## config.mk

```make
export PLATFORM = sky130hd
export DESIGN_NAME = mem_arbiter
export DESIGN_NICKNAME = d
export VERILOG_FILES = /design/src/rtl/mem_arbiter_pkg.sv /design/src/rtl/mem_arbiter_word_cnt.sv /design/src/rtl/mem_arbiter.sv
export SDC_FILE = /design/constraint.sdc
export NUM_CORES = 1
export LEC_CHECK = 0
export BUFFER_PORTS_ARGS = -buffer_cell sky130_fd_sc_hd__clkbuf_2
export CORE_MARGIN = 3
export CORE_UTILIZATION = 35
export CTS_BUF_LIST = sky130_fd_sc_hd__clkbuf_4
export DETAILED_ROUTE_END_ITERATION = 8
export GPL_TIMING_DRIVEN = 0
export PLACE_DENSITY = 0.74
export SKIP_LAST_GASP = 1
export SLEW_MARGIN = 15
export SYNTH_ARGS = -nofsm -noshare
export SYNTH_HDL_FRONTEND = slang
export SYNTH_SLANG_ARGS = --single-unit
export TNS_END_PERCENT = 1
```

## constraint.sdc

```tcl
create_clock -name clk -period 4.9 [get_ports clk]
set_input_delay 0.49 -clock clk [delete_from_list [all_inputs] [get_ports clk]]
set_output_delay 0.49 -clock clk [all_outputs]
set_load 0.02 [all_outputs]
```

## src/rtl/mem_arbiter_pkg.sv

```systemverilog
// Shared types and constants for the memory arbiter: FSM state encoding,
// owner tag, counter width and block-offset mask.
package mem_arbiter_pkg;

  typedef enum logic [1:0] {
    ST_IDLE    = 2'd0,
    ST_I_FILL  = 2'd1,
    ST_D_FILL  = 2'd2,
    ST_D_WRITE = 2'd3
  } state_e;

  typedef enum logic {
    OWN_I = 1'b0,
    OWN_D = 1'b1
  } owner_e;

  localparam int CNT_W           = 3;
  localparam int BLOCK_WORDS_DEF = 8;
  localparam int MEM_LAT_DEF     = 4;
  localparam int BLK_OFF_MASK    = 'hF;

  function automatic logic is_fill(input state_e s);
    return (s == ST_I_FILL) || (s == ST_D_FILL);
  endfunction

endpackage

```

## src/rtl/mem_arbiter_word_cnt.sv

```systemverilog
// Word counter used for both the issue and return sides of a block fill.
// Synchronous clear wins over enable; tc flags the last word index.
module mem_word_cnt
  import mem_arbiter_pkg::*;
(
  input  logic             clk,
  input  logic             rst_n,
  input  logic             clr_i,
  input  logic             en_i,
  output logic [CNT_W-1:0] cnt_o,
  output logic             tc_o
);

  logic [CNT_W-1:0] cnt_q;
  logic [CNT_W-1:0] cnt_d;

  always_comb begin
    cnt_d = cnt_q;
    if (clr_i)     cnt_d = '0;
    else if (en_i) cnt_d = cnt_q + CNT_W'(1);
  end

  always_ff @(posedge clk or negedge rst_n) begin
    if (!rst_n) cnt_q <= '0;
    else        cnt_q <= cnt_d;
  end

  assign cnt_o = cnt_q;
  assign tc_o  = (cnt_q == {CNT_W{1'b1}});

endmodule

```

## src/rtl/mem_arbiter.sv

```systemverilog
// Arbitrates the single memory port between I-cache block fills and D-cache
// fills/writes, sequencing 8-word read bursts and routing returned words.
module mem_arbiter
  import mem_arbiter_pkg::*;
#(
  parameter int ADDR_W      = 16,
  parameter int DATA_W      = 16,
  parameter int BLOCK_WORDS = BLOCK_WORDS_DEF,
  parameter int MEM_LAT     = MEM_LAT_DEF
) (
  input  logic              clk,
  input  logic              rst_n,
  input  logic              i_req,
  input  logic [ADDR_W-1:0] i_addr,
  output logic              i_grant,
  output logic              i_data_vld,
  output logic [2:0]        i_word_idx,
  output logic              i_done,
  output logic [DATA_W-1:0] i_data,
  input  logic              d_req,
  input  logic              d_wr,
  input  logic [ADDR_W-1:0] d_addr,
  input  logic [DATA_W-1:0] d_wdata,
  output logic              d_grant,
  output logic              d_data_vld,
  output logic [2:0]        d_word_idx,
  output logic              d_done,
  output logic [DATA_W-1:0] d_data,
  output logic              mem_en,
  output logic              mem_wr,
  output logic [ADDR_W-1:0] mem_addr,
  output logic [DATA_W-1:0] mem_wdata,
  input  logic [DATA_W-1:0] mem_rdata,
  input  logic              mem_rvld
);

  if (BLOCK_WORDS != (1 << CNT_W) || MEM_LAT < 1 || ADDR_W <= 4) begin : g_bad_cfg
    $error("mem_arbiter: unsupported BLOCK_WORDS/MEM_LAT/ADDR_W combination");
  end

  function automatic logic [ADDR_W-1:0] blk_base(input logic [ADDR_W-1:0] a);
    return a & ~ADDR_W'(BLK_OFF_MASK);
  endfunction

  state_e            state_q;
  owner_e            last_owner_q;
  logic [ADDR_W-1:0] base_q;
  logic              issued_all_q;

  logic [CNT_W-1:0]  iss_idx;
  logic [CNT_W-1:0]  ret_idx;
  logic              iss_tc;
  logic              ret_tc;
  logic              in_fill;
  logic              issuing;
  logic              ret_en;
  logic              last_ret;
  logic              cnt_clr;

  assign in_fill  = is_fill(state_q);
  assign issuing  = in_fill && !issued_all_q;
  assign ret_en   = in_fill && mem_rvld;
  assign last_ret = ret_en && ret_tc;
  assign cnt_clr  = (state_q == ST_IDLE);

  mem_word_cnt u_iss_cnt (
    .clk   (clk),
    .rst_n (rst_n),
    .clr_i (cnt_clr),
    .en_i  (issuing),
    .cnt_o (iss_idx),
    .tc_o  (iss_tc)
  );

  mem_word_cnt u_ret_cnt (
    .clk   (clk),
    .rst_n (rst_n),
    .clr_i (cnt_clr),
    .en_i  (ret_en),
    .cnt_o (ret_idx),
    .tc_o  (ret_tc)
  );

  // On a tie the requester that did not own the last transaction wins.
  always_ff @(posedge clk or negedge rst_n) begin
    if (!rst_n) begin
      state_q      <= ST_IDLE;
      last_owner_q <= OWN_I;
      base_q       <= '0;
      issued_all_q <= 1'b0;
    end else begin
      case (state_q)
        ST_IDLE: begin
          issued_all_q <= 1'b0;
          if (d_req && (!i_req || last_owner_q == OWN_I)) begin
            base_q  <= blk_base(d_addr);
            state_q <= d_wr ? ST_D_WRITE : ST_D_FILL;
          end else if (i_req) begin
            base_q  <= blk_base(i_addr);
            state_q <= ST_I_FILL;
          end
        end
        ST_I_FILL, ST_D_FILL: begin
          if (issuing && iss_tc) issued_all_q <= 1'b1;
          if (last_ret) begin
            state_q      <= ST_IDLE;
            last_owner_q <= (state_q == ST_I_FILL) ? OWN_I : OWN_D;
          end
        end
        ST_D_WRITE: begin
          state_q      <= ST_IDLE;
          last_owner_q <= OWN_D;
        end
        default: state_q <= ST_IDLE;
      endcase
    end
  end

  // Low offset bits of base_q are zero, so the add never carries past the block.
  always_comb begin
    mem_en    = 1'b0;
    mem_wr    = 1'b0;
    mem_addr  = '0;
    mem_wdata = '0;
    if (issuing) begin
      mem_en   = 1'b1;
      mem_addr = base_q + ADDR_W'({iss_idx, 1'b0});
    end else if (state_q == ST_D_WRITE) begin
      mem_en    = 1'b1;
      mem_wr    = 1'b1;
      mem_addr  = d_addr;
      mem_wdata = d_wdata;
    end
  end

  assign i_grant    = (state_q == ST_I_FILL);
  assign d_grant    = (state_q == ST_D_FILL) || (state_q == ST_D_WRITE);

  assign i_data_vld = mem_rvld && (state_q == ST_I_FILL);
  assign d_data_vld = mem_rvld && (state_q == ST_D_FILL);
  assign i_word_idx = (state_q == ST_I_FILL) ? ret_idx : 3'd0;
  assign d_word_idx = (state_q == ST_D_FILL) ? ret_idx : 3'd0;
  assign i_done     = last_ret && (state_q == ST_I_FILL);
  assign d_done     = (last_ret && (state_q == ST_D_FILL)) || (state_q == ST_D_WRITE);

  assign i_data     = mem_rdata;
  assign d_data     = mem_rdata;

endmodule

```

==> results.toml <==
[clock_tree]
clk_pin_slew_ns = 0.13
hold_buffers = 0
cts_setup_buffers = 0
cts_htree_levels = 1
ctsRootBufferMaster = "clkbuf_4"
cts.sinks = 22
numCtsBuffers = 3
cts-resized-gates = 0
clockBufferDepth = 2
cts_tree = "yes"
clk_latency_ns = 0.31

[layout]
final_nets = 415
fillers = 495
num_antenna_cells = 0
synthToLayoutAreaGrowth_pct = 42.2
drive_gt1_share_pct = 53.9

[routing]
postRouteAntennaNets = 0
wl_met2_um = 2420
highest_layer = "met4"
routedWlPerCell_um = 12.1
drt_iter0_drc = 45
vias = 1764
drc_errors = 0
wl_um = 4850
routed_via_density = 4.40
wl_met1_um = 2020
wl_met3_um = 392
firstDrtPassIters = 4

[logic_synthesis]
synthTopCellsByArea = "dfrtp_1, buf_4, and2_1"
synth.yosys.seq_area_share_pct = 31.3
synth.largest_area_cell = "dfrtp_1"
yosys_register_bits = 22
syn_nets = 283
syn_inst = 204
yosys_warnings = 0
netlist_area_um2 = 1760
ys_types = 28
synth_top_cell_area_share_pct = 31.3
synth_area_per_cell_um2 = 8.62

[setup_path]
arrival_ns = 2.10
critPathSlowestCell = "dfrtp_1"
worstSetupEndpointType = "primary output"
path_delay_family = "buffers and inverters"
cp-start-kind = "flip-flop"
crit_chain = "inv_1, ha_1, buf_6, nor2b_4, nor2b_4, buf_4, a22o_1, clkbuf_2"
crit_path_frequent_cell = "nor2b_4"
crit_path_max_incr_delay_ns = 0.44
criticalPathCategory = "reg2out"
cp_max_fo = 10
crit_buf_inv = 4
critPathRequiredTime_ns = 4.41

[die]
die_w_um = 76.9
start_util_pct = 36.8
dieArea_um2 = 5910
rows = 25
dieHeight_um = 76.9
ios = 148
core-area_um2 = 4790

[global_routing]
grt_pass1_wl_um = 7810
gr-total-overflow = 0
grt_max_degree = 23
track_usage_pct = 16.0
first_global_vias = 1728
antenna_found_initial = 0

[sta]
post-route-period-util_pct = 52.8
clock_skew_ns = 0.000772
finalSetupViolCount = 0
hold_viol_final = 0
slew_headroom_pct = 62.3
fin_ws_ns = 2.31
slew_viol_final = 0
fmax_ghz = 0.386
rsz0062_at_grt = "no"
worst_pin_slew_ns = 0.566
finalSetupTns_ns = 0
fin_crit_ns = 2.59

[place]
dp_hpwl_um = 4010
portBuffers = 127
gp_congestion = 0.714
pre_cts_slack_ns = 2.65

[power_and_ir_drop]
p_seq_share_pct = 23.2
power.switching_mw = 0.643
vdd_drop_max_mv = 0.230
intPower_mw = 0.686
swShare_pct = 48.4
comb_power_share_pct = 70.3
p_per_area_nw_per_um2 = 531
clkPwrFrac_pct = 6.5
p_leak_nw = 1.44

[job]
cap_viol_max_count = 0

[hold_path]
min_path_type = "in2async"

[status]
status = "complete, no violations"
[layout by cell type, fill, tap and decap left out, types with 3 or more instances in the layout]
| master | n |
|---|---|
| dfrtp_1 | 22 |
| nand2_1 | 29 |
| a31oi_1 | 12 |
| a22o_1 | 16 |
| buf_2 | 4 |
| nor2_1 | 18 |
| ha_1 | 9 |
| buf_4 | 37 |
| nand3_1 | 3 |
| clkbuf_2 | 127 |
| clkbuf_4 | 3 |
| and2_1 | 25 |
| a21oi_1 | 3 |
| inv_1 | 4 |
[area by class of cell]
type                    instances  area (µm²)  area share [%]
multi-input cells             134         858            34.3
plain buffers                  44         335            13.4
inverters                       4        15.0           0.600
well taps                      67        83.8            3.35
clock buffers                   3        22.5           0.900
repair buffers                127         636            25.4
flip-flops and latches         22         551            22.0
[Yosys cell counts (all sizes together)]
cell type / n
a21bo: 1
a21boi: 1
a21oi: 3
a22o: 16
a31o: 1
a31oi: 12
a32o: 2
a41o: 1
and2: 25
buf: 44
dfrtp: 22
ha: 9
inv: 4
mux2i: 2
nand2: 29
nand2b: 2
nand3: 3
nor2: 18
nor2b: 2
o21a: 1
o21ai: 2
or2: 2
xnor2: 1
xor2: 1
[stage by stage]
step	std cells	utilization (%)	hold WS [ns]	power, mW	cell area (µm²)
4_1_cts	401	52.3	0.168	1.34	2500
6_report	401	52.3	0.145	1.33	2500
5_1_grt	401	52.3	0.173	1.43	2500
2_1_floorplan	204	-	0.194	0.987	1760
3_5_place_dp	398	51.8	0.517	1.26	2480
3_3_place_gp	398	51.8	0.507	1.24	2480
[worst paths after layout]
kind	startpoint	depth (start not counted)	to	slack, ns
max reg2reg	state_q[0]	7	u_iss_cnt.cnt_o[1]	3.27
min in group clk	i_addr[7]	3	base_q[7]	0.39
min	rst_n	1	u_ret_cnt.cnt_o[2]	0.14
max in group asynchronous	rst_n	1	base_q[6]	4.39
min reg2reg	base_q[12]	2	base_q[12]	0.56
max	state_q[0]	8	mem_addr[8]	2.31
[worst register-to-register path: cells and delay by family, from the launching register on]
family / cells / cell delay, ns
flops: 1 / 0.44
mux: 1 / 0.19
buf+inv: 3 / 0.38
fa+ha+maj: 1 / 0.29
simple gates: 2 / 0.24
[routing by layer]
metal  track usage (%)  vias to the layer above
li1                  -                      913
met1              19.3                      779
met2              28.6                       70
met4              3.80                        0
met3              3.64                        2
met5                 0                        -
[cell families (layout without fill, tap and decap cells)]
| family | after synthesis | after routing | share of synthesized area, % |
|---|---|---|---|
| xor+xnor | 2 | 2 | 0.996 |
| mux | 2 | 2 | 1.14 |
| simple gates | 81 | 81 | 22.8 |
| buf+inv | 48 | 178 | 19.9 |
| flops | 22 | 22 | 31.3 |
| fa+ha+maj | 9 | 9 | 6.40 |
| compound gates | 40 | 40 | 17.5 |
[flip-flops by register name, indices dropped and copies added, names as in the netlist]
name             count
issued_all_q         1
u_ret_cnt.cnt_o      3
u_iss_cnt.cnt_o      3
last_owner_q         1
state_q              2
base_q              12
[power by group through the flow]
stage,Sequential (mW),Clock [mW],Combinational [mW]
detailed placement,0.313,0,0.943
CTS,0.309,0.0858,0.946
global placement,0.308,0,0.932
global route,0.319,0.0927,1.02
floorplan,0.298,0,0.689
finish,0.309,0.0869,0.934
Note: power is estimated with default switching activity, not from simulation.
